## src/rtl/oled_pkg.sv

```systemverilog
// Shared types and constants for the OLED field-write arbiter.
package oled_pkg;

  // Controller states.
  typedef enum logic [2:0] {
    ST_IDLE  = 3'd0,
    ST_ARB   = 3'd1,
    ST_START = 3'd2,
    ST_WAIT  = 3'd3,
    ST_NEXT  = 3'd4,
    ST_FIN   = 3'd5
  } state_e;

  // Requester indices (bit positions in req/grant/done).
  localparam int unsigned N_REQ     = 4;
  localparam logic [1:0]  REQ_PRICE = 2'd0;
  localparam logic [1:0]  REQ_CENTS = 2'd1;
  localparam logic [1:0]  REQ_COINS = 2'd2;
  localparam logic [1:0]  REQ_DISP  = 2'd3;

  // Default cycles allowed in WAIT before a char_done timeout.
  localparam int TMO_CYC = 255;

  // Field table: OLED row, first column and character count per requester.
  localparam logic [1:0] ROW_PRICE = 2'd0;
  localparam logic [3:0] COL_PRICE = 4'd0;
  localparam logic [3:0] LEN_PRICE = 4'd6;
  localparam logic [1:0] ROW_CENTS = 2'd1;
  localparam logic [3:0] COL_CENTS = 4'd0;
  localparam logic [3:0] LEN_CENTS = 4'd6;
  localparam logic [1:0] ROW_COINS = 2'd2;
  localparam logic [3:0] COL_COINS = 4'd0;
  localparam logic [3:0] LEN_COINS = 4'd6;
  localparam logic [1:0] ROW_DISP  = 2'd3;
  localparam logic [3:0] COL_DISP  = 4'd4;
  localparam logic [3:0] LEN_DISP  = 4'd8;

  typedef struct packed {
    logic [1:0] row;
    logic [3:0] col;
    logic [3:0] len;
  } field_t;

  // Field-table lookup by requester index.
  function automatic field_t field_lookup(input logic [1:0] id);
    field_t f;
    case (id)
      REQ_PRICE: f = '{row: ROW_PRICE, col: COL_PRICE, len: LEN_PRICE};
      REQ_CENTS: f = '{row: ROW_CENTS, col: COL_CENTS, len: LEN_CENTS};
      REQ_COINS: f = '{row: ROW_COINS, col: COL_COINS, len: LEN_COINS};
      default:   f = '{row: ROW_DISP,  col: COL_DISP,  len: LEN_DISP};
    endcase
    return f;
  endfunction

  // One-hot to index; a zero vector maps to index 0.
  function automatic logic [1:0] onehot_to_idx(input logic [3:0] oh);
    logic [1:0] idx;
    if (oh[3])      idx = 2'd3;
    else if (oh[2]) idx = 2'd2;
    else if (oh[1]) idx = 2'd1;
    else            idx = 2'd0;
    return idx;
  endfunction

endpackage

```

## src/rtl/rr_arb4.sv

```systemverilog
// Combinational 4-way round-robin pick, searching upward from last_grant+1.
module rr_arb4
  import oled_pkg::*;
(
  input  logic [3:0] req,
  input  logic [1:0] last_grant,
  output logic [3:0] pick
);

  logic [1:0] cand;
  logic       found;

  // Scan the four positions starting just after the previous winner; the
  // previous winner itself is considered last.
  always_comb begin
    pick  = '0;
    found = 1'b0;
    cand  = '0;
    for (int i = 1; i <= int'(N_REQ); i++) begin
      cand = 2'(last_grant + 2'(i));
      if (!found && req[cand]) begin
        pick[cand] = 1'b1;
        found      = 1'b1;
      end
    end
  end

endmodule

```

## src/rtl/oled_write_arbiter.sv

```systemverilog
// Arbitrates four field writers onto one OLED character engine and
// sequences the per-character start/done handshake for the granted field.
module oled_write_arbiter
  import oled_pkg::*;
#(
  parameter int FIELD_W = 4,
  parameter int TMO_CYC = oled_pkg::TMO_CYC
) (
  input  logic               clk,
  input  logic               rst,
  input  logic [FIELD_W-1:0] req,
  input  logic               clr,
  input  logic               char_done,
  output logic [FIELD_W-1:0] grant,
  output logic               char_start,
  output logic [1:0]         char_row,
  output logic [3:0]         char_col,
  output logic [FIELD_W-1:0] done,
  output logic               busy,
  output logic               err
);

  localparam int CNT_W = $clog2(TMO_CYC + 1);
  localparam logic [CNT_W-1:0] CNT_LAST = CNT_W'(TMO_CYC - 1);
  localparam logic [CNT_W-1:0] CNT_FULL = CNT_W'(TMO_CYC);

  state_e           state_q, state_d;
  logic [3:0]       grant_q, grant_d;
  logic [3:0]       done_q, done_d;
  logic             char_start_q, char_start_d;
  logic             busy_q, busy_d;
  logic             err_q, err_d;
  logic             armed_q, armed_d;
  logic [1:0]       row_q, row_d;
  logic [3:0]       col_q, col_d;
  logic [2:0]       idx_q, idx_d;
  logic [CNT_W-1:0] cnt_q, cnt_d;
  logic [1:0]       last_q, last_d;

  logic [3:0]       pick;
  field_t           pick_fld;
  field_t           cur_fld;
  logic             last_char;

  rr_arb4 u_arb (
    .req        (req),
    .last_grant (last_q),
    .pick       (pick)
  );

  // Field parameters for the candidate winner and for the current owner.
  always_comb begin
    pick_fld  = field_lookup(onehot_to_idx(pick));
    cur_fld   = field_lookup(onehot_to_idx(grant_q));
    last_char = ({1'b0, idx_q} == (cur_fld.len - 4'd1));
  end

  // Next-state and next-output logic; pulses default low every cycle.
  always_comb begin
    state_d      = state_q;
    grant_d      = grant_q;
    row_d        = row_q;
    col_d        = col_q;
    idx_d        = idx_q;
    cnt_d        = cnt_q;
    last_d       = last_q;
    done_d       = '0;
    char_start_d = 1'b0;
    err_d        = 1'b0;
    // armed_q delays leaving IDLE by one edge after reset release.
    armed_d      = 1'b1;

    if (clr) begin
      state_d = ST_IDLE;
      grant_d = '0;
      idx_d   = '0;
      cnt_d   = '0;
    end else begin
      case (state_q)
        ST_IDLE: begin
          if (armed_q && (req != '0)) state_d = ST_ARB;
        end
        ST_ARB: begin
          if (req == '0) begin
            state_d = ST_IDLE;
            grant_d = '0;
          end else begin
            grant_d      = pick;
            row_d        = pick_fld.row;
            col_d        = pick_fld.col;
            idx_d        = '0;
            char_start_d = 1'b1;
            state_d      = ST_START;
          end
        end
        ST_START: begin
          cnt_d   = '0;
          state_d = ST_WAIT;
        end
        ST_WAIT: begin
          // A completion in the same cycle as the timeout takes precedence.
          if (char_done) begin
            state_d = last_char ? ST_FIN : ST_NEXT;
          end else if (cnt_q >= CNT_LAST) begin
            cnt_d   = CNT_FULL;
            err_d   = 1'b1;
            grant_d = '0;
            last_d  = onehot_to_idx(grant_q);
            state_d = ST_IDLE;
          end else begin
            cnt_d = cnt_q + 1'b1;
          end
        end
        ST_NEXT: begin
          col_d        = (col_q == 4'd15) ? 4'd15 : (col_q + 4'd1);
          idx_d        = idx_q + 3'd1;
          char_start_d = 1'b1;
          state_d      = ST_START;
        end
        ST_FIN: begin
          done_d  = grant_q;
          grant_d = '0;
          last_d  = onehot_to_idx(grant_q);
          state_d = ST_IDLE;
        end
        default: begin
          state_d = ST_IDLE;
          grant_d = '0;
        end
      endcase
    end

    busy_d = (state_d != ST_IDLE);
  end

  // All state and registered outputs; asynchronous active-low reset.
  always_ff @(posedge clk or negedge rst) begin
    if (!rst) begin
      state_q      <= ST_IDLE;
      grant_q      <= '0;
      done_q       <= '0;
      char_start_q <= 1'b0;
      busy_q       <= 1'b0;
      err_q        <= 1'b0;
      armed_q      <= 1'b0;
      row_q        <= '0;
      col_q        <= '0;
      idx_q        <= '0;
      cnt_q        <= '0;
      last_q       <= REQ_DISP;
    end else begin
      state_q      <= state_d;
      grant_q      <= grant_d;
      done_q       <= done_d;
      char_start_q <= char_start_d;
      busy_q       <= busy_d;
      err_q        <= err_d;
      armed_q      <= armed_d;
      row_q        <= row_d;
      col_q        <= col_d;
      idx_q        <= idx_d;
      cnt_q        <= cnt_d;
      last_q       <= last_d;
    end
  end

  assign grant      = grant_q;
  assign done       = done_q;
  assign char_start = char_start_q;
  assign busy       = busy_q;
  assign err        = err_q;
  assign char_row   = row_q;
  assign char_col   = col_q;

endmodule

```

## config.mk

```make
export PLATFORM = sky130hd
export DESIGN_NAME = oled_write_arbiter
export DESIGN_NICKNAME = d
export VERILOG_FILES = /design/src/rtl/oled_pkg.sv /design/src/rtl/rr_arb4.sv /design/src/rtl/oled_write_arbiter.sv
export SDC_FILE = /design/constraint.sdc
export NUM_CORES = 1
export LEC_CHECK = 0
export CAP_MARGIN = 20
export CELL_PAD_IN_SITES_DETAIL_PLACEMENT = 1
export CELL_PAD_IN_SITES_GLOBAL_PLACEMENT = 2
export CORE_MARGIN = 2
export CORE_UTILIZATION = 35
export DETAILED_ROUTE_END_ITERATION = 10
export PLACE_DENSITY = 0.75
export SKIP_CTS_REPAIR_TIMING = 1
export SYNTH_ARGS = -nofsm -noshare
export SYNTH_HDL_FRONTEND = slang
export SYNTH_SLANG_ARGS = --single-unit
```

## constraint.sdc

```tcl
create_clock -name clk -period 2.7 [get_ports clk]
set_input_delay 0.54 -clock clk [delete_from_list [all_inputs] [get_ports clk]]
set_output_delay 0.54 -clock clk [all_outputs]
set_load 0.02 [all_outputs]
```

==> metrics.cfg, run 1 <==
[synthesis]
nets_in_the_synthesized_netlist = 217
synth_async_sr_flop_share_pct = 100.0
synth-main-ff-cell = dfrtp_1
synth-warning-count = 0
syn-mean-instance-area_um2 = 10.03
seq_total_area_yosys_pct = 43.19
synth_cell_type_count = 44
number_of_flops_mapped_to_enable_cells_by_yosys = 0
postSynthCellCount = 197
yosys_register_bits = 34
syn_area_um2 = 1976

[placement]
hpwl_mm = 3.739
buffers_on_ports = 24
post-place-ws_ns = 0.03382
routabilityCongestion = 0.8187

[clock_tree]
cts_tree = done
cts.htree.levels = 2
worst_setup_hold_path_clk_slew_ns = 0.07
cts.sinks = 34
max-clock-path-buffers = 2
cts_root_buffer = clkbuf_8
numCtsBuffers = 5
clock_latency_ns = 0.29

[route]
viasPerCell = 5.437
wirelength_mm = 4.893
drc_errors = 0
drt_pre_antenna_iters = 4
route.vias.total = 1642
route.detailed.wl_per_inst_um = 16.20
antenna_violating_nets_post_route = 0
drt_first_iter_violations = 52

[run]
max_cap_violations = 0

[power]
power.leakage_nw = 1.070
power_density_nw_per_um2 = 511.0
ir_worst_vdd_uv = 218.2

[floorplan]
initial_utilization_pct = 36.10
dieHeight_um = 79.13
die_w_um = 79.13
ios = 25
rows = 27
core_area_um2 = 5473
die_area_um2 = 6262

[sta]
final_period_minus_worst_setup_slack_ns = 2.543
max_slew.worst_pin.slew_ns = 0.6201
worst_clock_skew_ns = 0.007629
timing.final.hold_violations = 0
setup_total_negative_slack_ns = 0
layout_setup_ws_ns = 0.1573
setup_viol_count_final = 0
clock.fmax_ghz = 0.3933
timing.slew.headroom_pct = 58.66
max_slew_vio_count = 0
rsz0062_at_grt = false
timing.hold.ws_ns = 0.5339
post-route-period-util_pct = 94.17

[global_routing]
first_global_vias = 1683
grt_start_max_net_pins = 35
initial_antenna_violation_count = 0
grt-ovfl-total = 0
global_route_wire_length_before_repair_mm = 8.238
grt.total_usage_pct = 17.16

[worst_setup_path]
worstPathMaxFanout = 10
critical_path_class = reg2reg
worst_r2r_path_depth = 7
cp-startpoint = last_q[0]
endpoint_kind = flop
worstSetupStartpointType = flop
worstReg2RegStart = last_q[0]
endpoint = char_row[0]
worst-endpoint-arrival_ns = 2.74
r2r-end = char_row[0]
required_ns = 2.90
reg2reg_slack_ns = 0.16

[min_path]
hold_class = reg2reg

[layout]
design.final.nets = 249
final.fill_count = 622
antenna_cells = 0
synthToLayoutAreaGrowth_pct = 22.42
final_core_util_pct = 44.19
final_layout_size_suffix_gt1_share_pct = 11.30

[run_status]
status = finished clean

==> where the power goes <==
part | internal, mW | leakage, nW | switching [mW] | total [mW]
sequential | 0.542 | 0.456 | 0.0321 | 0.575
clock | 0.208 | 0.0455 | 0.179 | 0.387
combinational | 0.126 | 0.568 | 0.148 | 0.274
==> state kept, by name, summed over array words and instances, names as in the netlist <==
name,flops
done,4
grant,4
armed_q,1
busy,1
char_start,1
char_row,2
state_q,3
err,1
last_q,2
cnt_q,8
idx_q,3
char_col,4
==> critical path, stage by stage, from the launching register on <==
cell and delay, ns:
dfstp_2 0.65, inv_1 0.15, ha_1 0.35, mux4_2 0.43, nor4b_4 0.40, and2_1 0.19
o211ai_1 0.10, a31oi_1 0.18
==> cell usage in the layout (no fill, tap or decap), drive strengths merged, types with 3 or more instances in the layout <==
master,count
a221oi,3
o2bb2ai,5
ha,12
a31oi,3
nor2,16
clkdlybuf4s50,24
a21oi,16
nand2b,3
dfrtp,32
nand2,17
inv,8
and2,6
buf,4
and3,3
clkbuf,8
mux2,3
nor2b,5
o21ai,14
mux4,4
o31ai,3
nand3,7
a22o,5
==> logic make-up after synthesis <==
logic type / after synthesis / share of synthesized area, %
XOR/XNOR: 2 / 0.8868
other: 1 / 0.1898
AND/OR/NAND/NOR: 68 / 17.92
buffers and inverters: 11 / 2.470
flip-flops: 34 / 43.19
AO/OA/AOI/OAI: 60 / 20.27
multiplexers: 9 / 7.473
adder cells (fa/ha/maj): 12 / 7.600
==> per-stage QoR <==
step / power, mW / cell area [um2] / instances
after detailed placement: 0.8592 / 2317 / 294
after global routing: 1.309 / 2419 / 302
after floorplan: 0.7380 / 1976 / 197
after CTS: 1.257 / 2407 / 302
final: 1.236 / 2419 / 302
after global placement: 0.8476 / 2317 / 294
==> routing by layer <==
layer  global-route usage, %  wire, um  up-vias
li1                        -         -      789
met1                   20.40      2110      813
met2                   30.68      2560       35
met3                   3.636       157        5
met4                   5.690        64        0
met5                       0         0        -
==> cell type report <==
class / count / area (um2) / area share, %
clock buffers: 8 / 90.09 / 3.725
repair buffers: 28 / 270.3 / 11.17
inverters: 8 / 30.03 / 1.242
flip-flops and latches: 34 / 853.3 / 35.28
multi-input cells: 152 / 1085 / 44.85
well taps: 72 / 90.09 / 3.725
==> worst min path at each step <==
stage	from	end	slack (ns)	cells past startpoint
after global placement	grant[0]	grant[0]	0.52	1
after detailed placement	grant[0]	grant[0]	0.51	1
after global routing	cnt_q[7]	cnt_q[7]	0.57	1
final	grant[0]	grant[0]	0.53	1
after CTS	grant[0]	grant[0]	0.53	1
after floorplan	rst	armed_q	0.24	0
==> synth_stat cells, types with 5 or more instances <==
cell type / n / area [um2]
a21oi_1: 16 / 80.08
and2_1: 6 / 37.54
inv_1: 8 / 30.03
nor2b_1: 5 / 31.28
o21ai_0: 14 / 70.07
nand3_1: 7 / 35.03
ha_1: 12 / 150.1
a22o_1: 5 / 43.79
nor2_1: 16 / 60.06
nand2_1: 17 / 63.81
o2bb2ai_1: 5 / 43.79
dfrtp_1: 32 / 800.8
No activity file was read; power rests on OpenSTA's default activity.
==> run 2: changes to the inputs <==
PLACE_DENSITY = 0.82   (was 0.75)
SLEW_MARGIN = 20   (was unset)
==> metrics.cfg, run 2 (synthesized netlist as in run 1, its figures left out) <==
[clock_tree]
cts.htree.levels = 2
clock_latency_ns = 0.29
cts_tree = done
cts_root_buffer = clkbuf_8
max-clock-path-buffers = 2
worst_setup_hold_path_clk_slew_ns = 0.07
numCtsBuffers = 5
cts.sinks = 34

[route]
antenna_violating_nets_post_route = 0
wirelength_mm = 4.656
drc_errors = 0
route.vias.total = 1632
viasPerCell = 5.368
drt_first_iter_violations = 48
drt_pre_antenna_iters = 4
route.detailed.wl_per_inst_um = 15.32

[layout]
mostFrequentLayoutCell = dfrtp_1
final.fill_count = 651
regArea_um2 = 853.3
synthToLayoutAreaGrowth_pct = 23.24
largest_register_ff_count = 8
largest_register = cnt_q
multi_input_area_um2 = 1085
final_layout_size_suffix_gt1_share_pct = 12.50
final_cell_mix = dfrtp_1, clkdlybuf4s50_1, nand2_1, a21oi_1, nor2_1
design.final.nets = 251
antenna_cells = 0

[min_path]
worstHoldPathCells = 1
hold_class = reg2reg

[sta]
max_slew.worst_pin.slew_ns = 0.6183
clock.fmax_ghz = 0.3936
setup_viol_count_final = 0
worst_clock_skew_ns = 0.005064
timing.final.hold_violations = 0
timing.slew.headroom_pct = 58.78
post-route-period-util_pct = 94.10
final_period_minus_worst_setup_slack_ns = 2.541
layout_setup_ws_ns = 0.1593
timing.hold.ws_ns = 0.5104
rsz0062_at_grt = false
max_slew_vio_count = 0

[power]
ir_worst_vdd_uv = 259.8
power.leakage_nw = 1.083
switching_share_pct = 29.34
pwr-share-clk_pct = 31.5
combinationalPowerShare_pct = 22.2
power_density_nw_per_um2 = 508.4
p_int_uw = 874.6
sequentialPowerShare_pct = 46.3
switching_power_uw = 363.2

[placement]
hpwl_mm = 3.485
post-place-ws_ns = -0.001453
buffers_on_ports = 24
routabilityCongestion = 0.7679

[run]
max_cap_violations = 0

[floorplan]
rows = 27
die_w_um = 79.13
core_area_um2 = 5473
dieHeight_um = 79.13
ios = 25
die_area_um2 = 6262
initial_utilization_pct = 36.10

[worst_setup_path]
critical_path.slowest_cell = dfstp_2
worst_r2r_path_depth = 7
cpPeakStageDelay_ns = 0.66
worstSetupStartpointType = flop
cp.buffers_inverters = 1
critical_path_class = reg2reg
worstPathMaxFanout = 10
endpoint_kind = flop
kind_of_cell_adding_the_most_delay_to_the_critical_path = flip-flops
cell_chain_of_the_critical_path = inv_1 > ha_1 > mux4_2 > nor4b_4 > and2_1 > o211ai_1 > a31oi_1
worst-endpoint-arrival_ns = 2.75
required_ns = 2.91
critical_path_cell_count = 7

[global_routing]
first_global_vias = 1605
initial_antenna_violation_count = 0
grt_start_max_net_pins = 35
grt-ovfl-total = 0
grt.total_usage_pct = 16.29
global_route_wire_length_before_repair_mm = 7.955

[run_status]
status = finished clean

## run 2: worst reg2reg max path: stages, from the launching register on
cell and delay, ns:
dfstp_2 0.66, inv_1 0.15, ha_1 0.36, mux4_2 0.42, nor4b_4 0.41, and2_1 0.20
o211ai_1 0.10, a31oi_1 0.17
## run 2: area by class of cell
| class | instances | share of cell area [%] |
|---|---|---|
| clock inverter | 1 | 0.2055 |
| multi-input combinational | 152 | 44.55 |
| tap | 72 | 3.700 |
| timing repair buffer | 30 | 11.72 |
| inverter | 8 | 1.233 |
| clock buffer | 7 | 3.546 |
| sequential | 34 | 35.05 |
## run 2: per-layer routing
metal | up-vias | part of all wire, % | global-route usage [%]
met1 | 800 | 51 | 23.79
met5 | - | 0 | 0
met3 | 7 | 3.2 | 3.636
li1 | 796 | - | -
met2 | 29 | 45 | 23.90
met4 | 0 | 1.2 | 5.172
## run 2: path summary, 6_finish.rpt
kind,startpoint,end,slack (ns)
max in group asynchronous,rst,last_q[0],1.71
hold reg to reg,grant[0],grant[0],0.51
min in group asynchronous,rst,idx_q[1],0.66
hold / removal,grant[0],grant[0],0.51
setup / recovery,last_q[0],char_row[0],0.16
setup reg to reg,last_q[0],char_row[0],0.16
## run 2: power groups by stage
stage	sequential (mW)	clock (mW)	combinational, mW
6_report	0.574	0.390	0.274
5_1_grt	0.579	0.424	0.303
4_1_cts	0.574	0.402	0.276
3_5_place_dp	0.583	0	0.274
3_3_place_gp	0.583	0	0.271
2_1_floorplan	0.604	0	0.134
## run 2: through the flow
stage / total power, mW / instance area (um2) / setup TNS [ns] / util [%] / std cells
floorplan: 0.7380 / 1976 / 0 / - / 197
finish: 1.238 / 2435 / 0 / 44.49 / 304
CTS: 1.252 / 2424 / 0 / 44.28 / 304
global placement: 0.8546 / 2332 / 0 / 42.62 / 296
detailed placement: 0.8577 / 2332 / -0.002579 / 42.62 / 296
global route: 1.307 / 2435 / 0 / 44.49 / 304
==> run 3: changes to the inputs <==
ABC_AREA = 1   (was unset)
CORE_UTILIZATION = 33   (was 35)
==> metrics.cfg, run 3 <==
[clock_tree]
cts.sinks = 34
cts_root_buffer = clkbuf_8
cts_tree = done
worst_setup_hold_path_clk_slew_ns = 0.07
max-clock-path-buffers = 2
cts.htree.levels = 2
numCtsBuffers = 5
clock_latency_ns = 0.29

[synthesis]
synth_async_sr_flop_share_pct = 100.0
number_of_flops_mapped_to_enable_cells_by_yosys = 0
synth_area_leader_cell = dfrtp_1
syn-mean-instance-area_um2 = 8.150
synth_area_leaders = dfrtp_1, nand2_1, ha_1
syn_area_um2 = 2127
postSynthCellCount = 261
seq_total_area_yosys_pct = 40.12
synth-main-ff-cell = dfrtp_1
synth_cell_type_count = 38
synth_top_area_share_pct = 37.65
netlist_top_cells_count = nand2_1, dfrtp_1, inv_1
yosys.cell_count.top_type = nand2_1
synth-warning-count = 0
nets_in_the_synthesized_netlist = 281
yosys_register_bits = 34

[sta]
setup_viol_count_final = 0
setup_total_negative_slack_ns = 0
rsz0062_at_grt = false
timing.final.hold_violations = 0
post-route-period-util_pct = 81.85
timing.hold.ws_ns = 0.5378
max_slew_vio_count = 0
final_period_minus_worst_setup_slack_ns = 2.210
worst_clock_skew_ns = 0.003785
clock.fmax_ghz = 0.4525

[layout]
final.fill_count = 768
antenna_cells = 0
final_cell_mix = nand2_1, dfrtp_1, inv_1, nand3_1, clkdlybuf4s50_1
largest_register_ff_count = 8
mostFrequentLayoutCell = nand2_1
final_layout_size_suffix_gt1_share_pct = 14.68
synthToLayoutAreaGrowth_pct = 19.94
design.final.nets = 312
largest_register = cnt_q

[floorplan]
core_area_um2 = 6277
die_w_um = 84.29
ios = 25
rows = 29
initial_utilization_pct = 33.88
die_area_um2 = 7104
dieHeight_um = 84.29

[placement]
routabilityCongestion = 0.8403
buffers_on_ports = 24
hpwl_mm = 4.161

[worst_setup_path]
critical_path_class = reg2reg
cp_common_cell = nand2_1
worstPathMaxFanout = 8
cell_chain_of_the_critical_path = inv_1 > ha_1 > inv_1 > nand3_4 > nand2_4 > nand2_4 > nor2_4 > nand2_1 > nand2_1 > nor2_2 > nand2_1 > a21oi_2
required_ns = 2.93
endpoint_kind = flop
kind_of_cell_adding_the_most_delay_to_the_critical_path = simple AND/OR/NAND/NOR gates
worst-endpoint-arrival_ns = 2.44
critical_path.slowest_cell = dfstp_2
cp.buffers_inverters = 2
cpPeakStageDelay_ns = 0.62
worstSetupStartpointType = flop

[global_routing]
grtUsageMet3_pct = 4.130
use_met1_pct = 23.20
initial_antenna_violation_count = 0
global_route.usage.met2_pct = 25.47
gr-max-usage-layer = met2
grt-ovfl-total = 0
grt.total_usage_pct = 16.70
grt_start_max_net_pins = 35
global_route_wire_length_before_repair_mm = 9.480
first_global_vias = 1925

[route]
antenna_violating_nets_post_route = 0
drt_first_iter_violations = 48
route.vias.total = 1813
wirelength_mm = 5.264
viasPerCell = 4.900
route.detailed.wl_per_inst_um = 14.23
drc_errors = 0
drt_pre_antenna_iters = 4

[run_status]
status = finished clean

[power]
power.leakage_nw = 1.191
power_density_nw_per_um2 = 522.7
ir_worst_vdd_uv = 285.8
power.total_mw = 1.334

[min_path]
hold_class = reg2reg

[run]
max_cap_violations = 0

==> run 3: cell types whose count changed after synthesis, moves of 6 or more <==
cell / change
nand2_1: +38
inv_1: +23
nand3_1: +18
a21oi_1: -6
and2_1: -6
==> run 3: path summary, 6_finish.rpt <==
check	start	end	slack (ns)	cells past startpoint
worst max-delay path	last_q[1]	char_row[0]	0.49	12
worst min register to register	grant[0]	done[0]	0.54	2
min in group asynchronous	rst	char_row[0]	0.66	2
worst min-delay path	grant[0]	done[0]	0.54	2
max in group asynchronous	rst	last_q[0]	1.69	2
worst max register to register	last_q[1]	char_row[0]	0.49	12
==> run 3: kinds of logic after synthesis <==
group / Yosys count / share of synthesized area (%)
flops: 34 / 40.12
xor+xnor: 2 / 0.8237
simple gates: 134 / 33.12
other cells: 1 / 0.1763
fa+ha+maj: 12 / 7.059
buf+inv: 38 / 7.294
compound gates: 40 / 11.41
==> run 3: cell type report <==
| cell class | instances | area (um2) | area share [%] |
|---|---|---|---|
| Clock buffer | 7 | 86.33 | 3.384 |
| Clock inverter | 1 | 5.005 | 0.1962 |
| Inverter | 37 | 143.9 | 5.640 |
| Multi-Input combinational cell | 189 | 1119 | 43.84 |
| Sequential cell | 34 | 853.3 | 33.45 |
| Tap cell | 77 | 96.34 | 3.776 |
| Timing Repair Buffer | 25 | 247.7 | 9.711 |
==> run 3: routing by layer <==
metal  share of wire [%]  up-vias
met1                  49      860
met4                 1.3        0
met3                 3.8        6
met2                  46       31
li1                    -      916
met5                   0        -
==> run 3: worst min-delay path: cells and delay by family (launching register included) <==
kind	cells	cell delay (ns)
buf+inv	1	0.08
flops	1	0.38
simple gates	1	0.05
==> run 3: stage by stage <==
step	util (%)	std cells	area [um2]	setup WS, ns
5_1_grt	40.64	370	2551	0.2838
3_5_place_dp	39.19	362	2460	0.4559
4_1_cts	40.64	370	2551	0.4377
3_3_place_gp	39.19	362	2460	0.4118
6_report	40.64	370	2551	0.4900
2_1_floorplan	-	261	2127	0.7330
==> run 3: report_power, final <==
group / switching [mW] / internal, mW
Clock: 0.192 / 0.206
Sequential: 0.0414 / 0.551
Combinational: 0.202 / 0.141
